<file path="config.mk">
export PLATFORM = sky130hd
export DESIGN_NAME = mips_cpu_alu_flat
export DESIGN_NICKNAME = d
export VERILOG_FILES = /design/src/rtl/mips_cpu_pkg.sv /design/src/rtl/mips_cpu_alu_if.sv /design/src/rtl/mips_cpu_alu_muldiv.sv /design/src/rtl/mips_cpu_alu.sv /design/src/flat_wrapper.sv
export SDC_FILE = /design/constraint.sdc
export NUM_CORES = 2
export LEC_CHECK = 0
export BUFFER_PORTS_ARGS = -buffer_cell sky130_fd_sc_hd__buf_2
export CAP_MARGIN = 20
export CORE_UTILIZATION = 28
export CTS_CLUSTER_SIZE = 10
export DETAILED_ROUTE_END_ITERATION = 6
export GPL_ROUTABILITY_DRIVEN = 1
export PLACE_DENSITY = 0.42
export REMOVE_ABC_BUFFERS = 1
export SLEW_MARGIN = 10
export SYNTH_ARGS = -nofsm -noshare
export SYNTH_HDL_FRONTEND = slang
export SYNTH_SLANG_ARGS = --single-unit
</file>
<file path="constraint.sdc">
create_clock -name clk -period 10.8 [get_ports clk]
set_clock_uncertainty 0.2 [all_clocks]
set_input_delay 0 -clock clk [delete_from_list [all_inputs] [get_ports clk]]
set_output_delay 0 -clock clk [all_outputs]
set_load 0.03 [all_outputs]
</file>
<file path="src/rtl/mips_cpu_pkg.sv">
// Shared types for the multicycle MIPS-I bus CPU:
// ALU control codes, HI/LO op codes, opcode/fncode enums.
package mips_cpu_pkg;

  typedef enum logic [3:0] {
    ALU_AND     = 4'b0000,
    ALU_OR      = 4'b0001,
    ALU_XOR     = 4'b0010,
    ALU_NOR     = 4'b0011,
    ALU_ADD     = 4'b0100,
    ALU_SUB     = 4'b0101,
    ALU_SLT     = 4'b0110,
    ALU_SLTU    = 4'b0111,
    ALU_SLL     = 4'b1000,
    ALU_SRL     = 4'b1001,
    ALU_SRA     = 4'b1010,
    ALU_SLLV    = 4'b1011,
    ALU_SRLV    = 4'b1100,
    ALU_SRAV    = 4'b1101,
    ALU_LUI     = 4'b1110,
    ALU_DEFAULT = 4'b1111
  } typeALUOp;

  typedef enum logic [2:0] {
    HL_NONE  = 3'd0,
    HL_MULT  = 3'd1,
    HL_MULTU = 3'd2,
    HL_DIV   = 3'd3,
    HL_DIVU  = 3'd4,
    HL_MTHI  = 3'd5,
    HL_MTLO  = 3'd6,
    HL_RSVD  = 3'd7
  } hilo_op_t;

  typedef enum logic [5:0] {
    OP_SPECIAL = 6'h00,
    OP_REGIMM  = 6'h01,
    OP_J       = 6'h02,
    OP_JAL     = 6'h03,
    OP_BEQ     = 6'h04,
    OP_BNE     = 6'h05,
    OP_BLEZ    = 6'h06,
    OP_BGTZ    = 6'h07,
    OP_ADDIU   = 6'h09,
    OP_SLTI    = 6'h0A,
    OP_SLTIU   = 6'h0B,
    OP_ANDI    = 6'h0C,
    OP_ORI     = 6'h0D,
    OP_XORI    = 6'h0E,
    OP_LUI     = 6'h0F,
    OP_LB      = 6'h20,
    OP_LH      = 6'h21,
    OP_LWL     = 6'h22,
    OP_LW      = 6'h23,
    OP_LBU     = 6'h24,
    OP_LHU     = 6'h25,
    OP_LWR     = 6'h26,
    OP_SB      = 6'h28,
    OP_SH      = 6'h29,
    OP_SW      = 6'h2B
  } opcode_t;

  typedef enum logic [5:0] {
    FN_SLL   = 6'h00,
    FN_SRL   = 6'h02,
    FN_SRA   = 6'h03,
    FN_SLLV  = 6'h04,
    FN_SRLV  = 6'h06,
    FN_SRAV  = 6'h07,
    FN_JR    = 6'h08,
    FN_JALR  = 6'h09,
    FN_MFHI  = 6'h10,
    FN_MTHI  = 6'h11,
    FN_MFLO  = 6'h12,
    FN_MTLO  = 6'h13,
    FN_MULT  = 6'h18,
    FN_MULTU = 6'h19,
    FN_DIV   = 6'h1A,
    FN_DIVU  = 6'h1B,
    FN_ADDU  = 6'h21,
    FN_SUBU  = 6'h23,
    FN_AND   = 6'h24,
    FN_OR    = 6'h25,
    FN_XOR   = 6'h26,
    FN_NOR   = 6'h27,
    FN_SLT   = 6'h2A,
    FN_SLTU  = 6'h2B
  } fncode_t;

endpackage

</file>
<file path="src/rtl/mips_cpu_alu_if.sv">
// ALU bus: master drives control/a/b/sa/hilo_op,
// slave (the ALU) returns r/zero/hi/lo.
interface mips_cpu_alu_if;
  import mips_cpu_pkg::*;

  logic [3:0]  control;
  logic [31:0] a;
  logic [31:0] b;
  logic [4:0]  sa;
  logic [2:0]  hilo_op;
  logic [31:0] r;
  logic        zero;
  logic [31:0] hi;
  logic [31:0] lo;

  modport master (
    output control, a, b, sa, hilo_op,
    input  r, zero, hi, lo
  );

  modport slave (
    input  control, a, b, sa, hilo_op,
    output r, zero, hi, lo
  );
endinterface

</file>
<file path="src/rtl/mips_cpu_alu_muldiv.sv">
// HI/LO owner: multiplier, optional divider (MIPS_ALU_DIV_EN).
// Ports: clk, reset (sync, active-low), hilo_op, a, b -> hi, lo.
module mips_cpu_alu_muldiv
  import mips_cpu_pkg::*;
(
  input  logic        clk,
  input  logic        reset,
  input  logic [2:0]  hilo_op,
  input  logic [31:0] a,
  input  logic [31:0] b,
  output logic [31:0] hi,
  output logic [31:0] lo
);

  hilo_op_t    op;
  logic        msgn;
  logic [63:0] ma;
  logic [63:0] mb;
  logic [63:0] prod;
  logic [31:0] hi_d, hi_q;
  logic [31:0] lo_d, lo_q;

  assign op   = hilo_op_t'(hilo_op);
  assign msgn = (op == HL_MULT);
  // One 64x64 multiplier; sign-extension selects MULT vs MULTU.
  assign ma   = {{32{msgn & a[31]}}, a};
  assign mb   = {{32{msgn & b[31]}}, b};
  assign prod = ma * mb;

`ifdef MIPS_ALU_DIV_EN
  logic        dsgn;
  logic [31:0] ua, ub, ub_nz;
  logic [31:0] uq, ur;
  logic [31:0] quo, rem;

  // Signed divide via magnitudes, so INT_MIN/-1 needs no
  // special case and the one unsigned divider is shared.
  assign dsgn  = (op == HL_DIV);
  assign ua    = (dsgn & a[31]) ? 32'd0 - a : a;
  assign ub    = (dsgn & b[31]) ? 32'd0 - b : b;
  assign ub_nz = (ub == 32'd0) ? 32'd1 : ub;
  assign uq    = ua / ub_nz;
  assign ur    = ua % ub_nz;
  assign quo   = (dsgn & (a[31] ^ b[31])) ? 32'd0 - uq : uq;
  assign rem   = (dsgn & a[31]) ? 32'd0 - ur : ur;
`endif

  always_comb begin
    hi_d = hi_q;
    lo_d = lo_q;
    unique case (op)
      HL_MULT, HL_MULTU: {hi_d, lo_d} = prod;
`ifdef MIPS_ALU_DIV_EN
      HL_DIV, HL_DIVU: begin
        if (b != 32'd0) begin
          hi_d = rem;
          lo_d = quo;
        end
      end
`endif
      HL_MTHI: hi_d = a;
      HL_MTLO: lo_d = a;
      default: ;
    endcase
  end

  always_ff @(posedge clk) begin
    if (!reset) begin
      hi_q <= 32'd0;
      lo_q <= 32'd0;
    end else begin
      hi_q <= hi_d;
      lo_q <= lo_d;
    end
  end

  assign hi = hi_q;
  assign lo = lo_q;

endmodule

</file>
<file path="src/rtl/mips_cpu_alu.sv">
// MIPS-I integer ALU: combinational r/zero plus HI/LO pair.
// Ports: clk, reset (sync, active-low), bus (slave). Option: MIPS_ALU_DIV_EN.
module mips_cpu_alu
  import mips_cpu_pkg::*;
(
  input logic           clk,
  input logic           reset,
  mips_cpu_alu_if.slave bus
);

  logic [31:0] a, b, r;
  logic [4:0]  sa, va;

  assign a  = bus.a;
  assign b  = bus.b;
  assign sa = bus.sa;
  assign va = bus.a[4:0];

  always_comb begin
    r = 32'd0;
    unique case (typeALUOp'(bus.control))
      ALU_AND:     r = a & b;
      ALU_OR:      r = a | b;
      ALU_XOR:     r = a ^ b;
      ALU_NOR:     r = ~(a | b);
      ALU_ADD:     r = a + b;
      ALU_SUB:     r = a - b;
      ALU_SLT:     r = {31'd0, $signed(a) < $signed(b)};
      ALU_SLTU:    r = {31'd0, a < b};
      ALU_SLL:     r = b << sa;
      ALU_SRL:     r = b >> sa;
      ALU_SRA:     r = $unsigned($signed(b) >>> sa);
      ALU_SLLV:    r = b << va;
      ALU_SRLV:    r = b >> va;
      ALU_SRAV:    r = $unsigned($signed(b) >>> va);
      ALU_LUI:     r = {b[15:0], 16'h0000};
      ALU_DEFAULT: r = 32'd0;
      default:     r = 32'd0;
    endcase
  end

  assign bus.r    = r;
  assign bus.zero = (r == 32'd0);

  mips_cpu_alu_muldiv u_muldiv (
    .clk     (clk),
    .reset   (reset),
    .hilo_op (bus.hilo_op),
    .a       (bus.a),
    .b       (bus.b),
    .hi      (bus.hi),
    .lo      (bus.lo)
  );

endmodule

</file>
<file path="src/flat_wrapper.sv">
// flat-port wrapper written by rule: the top's interface ports become plain ports
module mips_cpu_alu_flat import mips_cpu_pkg::*;
  (clk, reset, bus_control, bus_a, bus_b, bus_sa, bus_hilo_op, bus_r, bus_zero, bus_hi, bus_lo);
  mips_cpu_alu_if bus_i ();
  input logic clk;
  input logic reset;
  input wire logic [$bits(bus_i.control)-1:0] bus_control;
  input wire logic [$bits(bus_i.a)-1:0] bus_a;
  input wire logic [$bits(bus_i.b)-1:0] bus_b;
  input wire logic [$bits(bus_i.sa)-1:0] bus_sa;
  input wire logic [$bits(bus_i.hilo_op)-1:0] bus_hilo_op;
  output wire logic [$bits(bus_i.r)-1:0] bus_r;
  output wire logic [$bits(bus_i.zero)-1:0] bus_zero;
  output wire logic [$bits(bus_i.hi)-1:0] bus_hi;
  output wire logic [$bits(bus_i.lo)-1:0] bus_lo;
  assign bus_i.control = bus_control;
  assign bus_i.a = bus_a;
  assign bus_i.b = bus_b;
  assign bus_i.sa = bus_sa;
  assign bus_i.hilo_op = bus_hilo_op;
  assign bus_r = bus_i.r;
  assign bus_zero = bus_i.zero;
  assign bus_hi = bus_i.hi;
  assign bus_lo = bus_i.lo;
  mips_cpu_alu u_core (.clk(clk), .reset(reset), .bus(bus_i));
endmodule
</file>
-- Yosys cells after proc, flatten, opt, wreduce, memory -nomap -nowiden
Cells that the tools add are included.
- bits of input ports: 78
- logic and storage cells: 46
- bits in registers: 64
- output and inout bits: 97
- bitwise gates (word level): 6
- add/subtract/negate cells: 2
- order comparisons: 2
- muxes and demuxes: 3
- shifts and indexed selects: 6
- reductions and logical operators: 5
- $mul: 1
- eq/ne operators: 19
- operators by type and width (operator ; number):
    32-bit one-hot mux with 16 select lines ; 1
    32-bit one-hot mux with 2 select lines ; 2
    32-bit < comparator ; 2
    33-bit by 33-bit multiplier with 64-bit output ; 1
    32-bit by 5-bit << shifter with 32-bit output ; 2
    32-bit by 5-bit >> shifter with 32-bit output ; 2
    32-bit by 5-bit >>> shifter with 32-bit output ; 2
    32-bit adder ; 1
    32-bit bitwise AND ; 1
    4-bit equality test (second input constant) ; 8
    32-bit zero test ; 1
    32-bit NOT ; 1
    32-bit OR ; 1
    32-bit subtractor ; 1
    32-bit bitwise XOR ; 1
    4-bit by 3-bit equality test with 1-bit output (second input constant) ; 4
    4-bit by 2-bit equality test with 1-bit output (second input constant) ; 2
    3-bit equality test (second input constant) ; 2
    4-bit by 1-bit equality test with 1-bit output (second input constant) ; 1
    4-bit zero test ; 1
    2-bit nonzero test ; 2
    3-bit by 1-bit equality test with 1-bit output (second input constant) ; 1
    3-bit by 2-bit equality test with 1-bit output (second input constant) ; 1
    1-bit bitwise AND ; 2
    2-bit OR reduction ; 1

-- Depth between registers and ports, before layout
- word-level depth: 4
- mapped depth: 35
- mapped depth without buffers: 31

-- Modules after synthesis
A second synthesis with hierarchy kept.
- cell total of the unflattened synthesis: 6407
- area, all modules: 52751.8 um^2
- by module, submodules not included (module ; sequential area each (um^2) ; instances ; area an instance (um^2) ; cells each):
    mips_cpu_alu_muldiv ; 1281.2 ; 1 ; 40685.3 ; 4548
    mips_cpu_alu ; 0.0 ; 1 ; 12066.6 ; 1859

-- Worst setup path after synthesis
OpenSTA, ideal clock, no wires.
- path kind: input port to flip-flop
- start point: input port bus_hilo_op[1]
- end point: register u_core.u_muldiv.hi_q[20] (netlist: u_core.u_muldiv.hi[20])
- buffers on the path: 3
- library setup time: 0.117 ns
- stages on the path: 28
- arrival: 8.169 ns
- path slack: 2.314 ns
- data required time: 10.483 ns
- cell sequence: clkbuf_1 > nand2b_1 > clkbuf_1 > nor3_1 > clkbuf_1 > nand2_1 > inv_1 > fa_1 > fa_1 > fa_1 > inv_1 > fa_1 > fa_1 > fa_1 > fa_1 > fa_1 > inv_1 > ha_1 > and3_1 > and2_1 > and3_1 > and2_0 > or3_1 > or2_2 > a21boi_0 > nor2_1 > or3_1 > a32o_1
- word-level cells in the longest chain between the ends: 4
- elaborated cells on any way between the ends: 9
- classes of those cells: mul (1); eq/ne (3); mux (1); bitwise (2); reduce/logical (2)
- RTL lines (what ; line ; RTL):
    from (decl) ; flat_wrapper.sv:11 ; input wire logic [$bits(bus_i.hilo_op)-1:0] bus_hilo_op;
    3-bit by 1-bit equality test with 1-bit output ; mips_cpu_alu_muldiv.sv:24, mips_cpu_alu_muldiv.sv:51 ;
    1-bit bitwise AND, on equally long branches ; mips_cpu_alu_muldiv.sv:26, mips_cpu_alu_muldiv.sv:27 ;
    33-bit by 33-bit multiplier with 64-bit output ; mips_cpu_alu_muldiv.sv:28 ; assign prod = ma * mb;
    32-bit one-hot mux with 2 select lines ; mips_cpu_alu_muldiv.sv:51 ; unique case (op)
    to (signal assigned) ; mips_cpu_alu_muldiv.sv:72 ; hi_q <= hi_d;
    to (decl) ; mips_cpu_alu_muldiv.sv:20 ; logic [31:0] hi_d, hi_q;
Parallel ways exist; a longest one is shown, timed or not.
A chain may end at the register's enable or synchronous reset.

-- Final worst setup path
- start point: input port bus_b[6]
- end point: register u_core.u_muldiv.hi_q[27] (netlist: u_core.u_muldiv.hi[27])
- word-level cells in the longest chain between the ends: 2
- RTL lines (what ; line ; RTL):
    from (decl) ; flat_wrapper.sv:9 ; input wire logic [$bits(bus_i.b)-1:0] bus_b;
    33-bit by 33-bit multiplier with 64-bit output ; mips_cpu_alu_muldiv.sv:28 ;
    32-bit one-hot mux with 2 select lines ; mips_cpu_alu_muldiv.sv:51 ;
Every way passes these cells.

==> impl_results.md <==
- Post-route clock period utilization: 0.929
- Yosys cell types: 93
- Die Height: 431 um
- Initial antenna violation count: 20
- Main synth FF type: dfxtp_1
- Die ar.: 0.186 mm2
- Critical path type: input port to flip-flop
- CP startpoint kind: input port
- M2 GR Usage: 0.452
- # IOs: 175
- Final #Nets: 7,739
- Chip width: 431 um
- Slowest stage cell on the critical path: o21ai_0
- Share of the synthesized area in the top cell type: 0.438
- Fin Setup TNS: 0 ns
- Worst-margin pin slew: 1.19 ns
- Max clock buf depth: 2
- Leading post-synthesis cells by cell area: fa_1 44%, inv_1 9.0%, ha_1 7.5%
- # port buffers: 174
- Final Wtd Congestion: 1.03
- Crit Path Max Fanout: 21
- DR iter-0 viols: 4,261
- Minimum hold slack: 0.0520 ns
- CTS Buf Count: 9
- Fill count: 19,854
- Critical Path Most Common Cell: fa_1
- Core area: 0.183 mm2
- Cells after Synth: 6,255
- Synth Area per Inst: 8.24 um2
- H-tree levels: 3
- GRT Residual Overflow: 0
- Clk_lat worst skew: 0.43 ns
- Reg clk slew, reported paths: 0.08 ns
- Global-route wire length before repair: 364 mm
- Final core utilization: 0.305
- Final setup viols: 0
- Drt drc: 0
- Final Hold Viols: 0
- Synth warn: 0
- CTS tree: yes
- Area growth syn-to-layout: 8.26%
- RSZ-0062 raised after global routing: false
- R2r setup slk: 9.13 ns
- Commonest non-fill, non-tap cell in the layout: inv_1
- Clock root cell: clkbuf_16
- Routing usage on met1: 0.361
- Max frequency: 99.7 MHz
- Clock sink count: 64
- WL final: 255 mm
- Dominant cell type by area after synthesis: fa_1
- Fraction of registers with async set/reset: 0
- Max Slew Vio Count: 0
- Row count: 157
- Final worst path period need: 10.03 ns
- HPWL Detailed: 206 mm
- Yosys reg bits: 64
- Worst Setup End Kind: flip-flop
- Vias per cell: 5.29
- Grt peak-use layer: met2
- Vias in the first global route: 47,942
- Vias: 46,049
- Initial Util: 0.282
- Post-CTS sizing: 0
- HP Class: input port to flip-flop
- Dpl cell area: 0.0554 mm2
- Total GRT Usage: 0.275
- Relative slew slack: 0.205
- Crit path largest cell delay: 0.72 ns
- Mean routed wirelength per cell: 29.3 um
- Most frequent cells in the layout: 1,236 x inv_1, 1,127 x fa_1, 959 x nand2_1
- Layout cells sized above 1: 0.0754
- Seq/Total Area, Yosys: 0.0249
- Detail Route Antenna Nets: 0
- Largest net degree at the start of global routing: 42
- Outcome: completed
- Met3 GRT Util: 0.0411
- Critical Path RT: 10.91 ns
- Maxcap violations: 0
- Post-synth EDFFs: 0
- Syn Std Cell Area: 0.0515 mm2
- Fin area: 0.0558 mm2
- Critical path arrival: 10.14 ns
- Drt first pass iters: 5
layout make-up:
type | count | area, um2 | area share
Multi-Input combinational cell | 4521 | 44000 | 0.788
Inverter | 1255 | 4710 | 0.0844
Tap cell | 2464 | 3080 | 0.0552
Timing Repair Buffer | 375 | 2450 | 0.0440
Sequential cell | 64 | 1280 | 0.0230
Clock buffer | 10 | 239 | 0.00428
Clock inverter | 6 | 73.8 | 0.00132
Antenna cell | 3 | 7.51 | 0.000135
per-stage QoR:
stage	instances	setup WS (ns)
after floorplan	5840	2.11
after global placement	8669	0.507
after detailed placement	8673	0.494
after CTS	8694	0.951
after global routing	8695	0.478
final	8698	0.766
cell usage after synthesis, drive strengths merged, types with 29 or more instances:
library cell  count
buf             133
o21ai           171
nand2b           37
xnor2            63
inv            1246
a21o             55
nand2           960
a211oi           39
a21boi           29
nor2            480
nand3            56
mux2i           188
fa             1127
nor2b            43
a21oi           238
clkbuf          282
a22oi            75
nor3             53
nor4             37
ha              308
xor2             54
dfxtp            64
o211ai           44
a221oi           45
routing by layer:
metal  share of wire  wire, um  vias up
li1                -         -    19542
met4           0.046     11900       12
met2            0.47    120000     1722
met3           0.062     15900      372
met1            0.42    107000    24401
met5         0.00031        80        -
sequential cells by signal, summed over array words and instances (netlist names):
name,flops
u_core.u_muldiv.hi,32
u_core.u_muldiv.lo,32
timing repair:
item | CTS | global route
hold endpoints to repair | 32 | 0
hold buffers | 5 | 0
buffers inserted | 0 | 0
path summary, 6_finish.rpt:
path / from / endpoint / depth (start not counted)
hold reg to reg: u_core.u_muldiv.lo[29]$_SDFFE_PN0P_ / u_core.u_muldiv.lo[29]$_SDFFE_PN0P_ / 2
setup reg to reg: u_core.u_muldiv.lo[13]$_SDFFE_PN0P_ / u_core.u_muldiv.lo[13]$_SDFFE_PN0P_ / 4
hold / removal: bus_a[0] / u_core.u_muldiv.hi[0]$_SDFFE_PN0P_ / 3
setup / recovery: bus_b[6] / u_core.u_muldiv.hi[27]$_SDFFE_PN0P_ / 29
cell families (layout without fill, tap and decap cells):
logic type | count (synthesis) | in the layout | share of synthesized area
xor+xnor | 117 | 117 | 0.0199
fa+ha+maj | 1435 | 1435 | 0.512
other cells | 0 | 3 | 0
buf+inv | 1670 | 1646 | 0.124
flops | 64 | 64 | 0.0249
simple gates | 1782 | 1782 | 0.146
mux | 216 | 216 | 0.0456
compound gates | 971 | 971 | 0.127
critical path, delay by kind of cell:
family / cells / cell delay (ns)
adders and majority gates: 9 / 4.31
AOI/OAI and AO/OA: 9 / 3.12
buffers and inverters: 7 / 1.86
and+or+nand+nor: 3 / 0.64
xor gates and xnor gates: 1 / 0.18
Power is left out: the tool's default activity adds up to more than one toggle a clock period on the data nets, which glitch-free logic cannot reach.
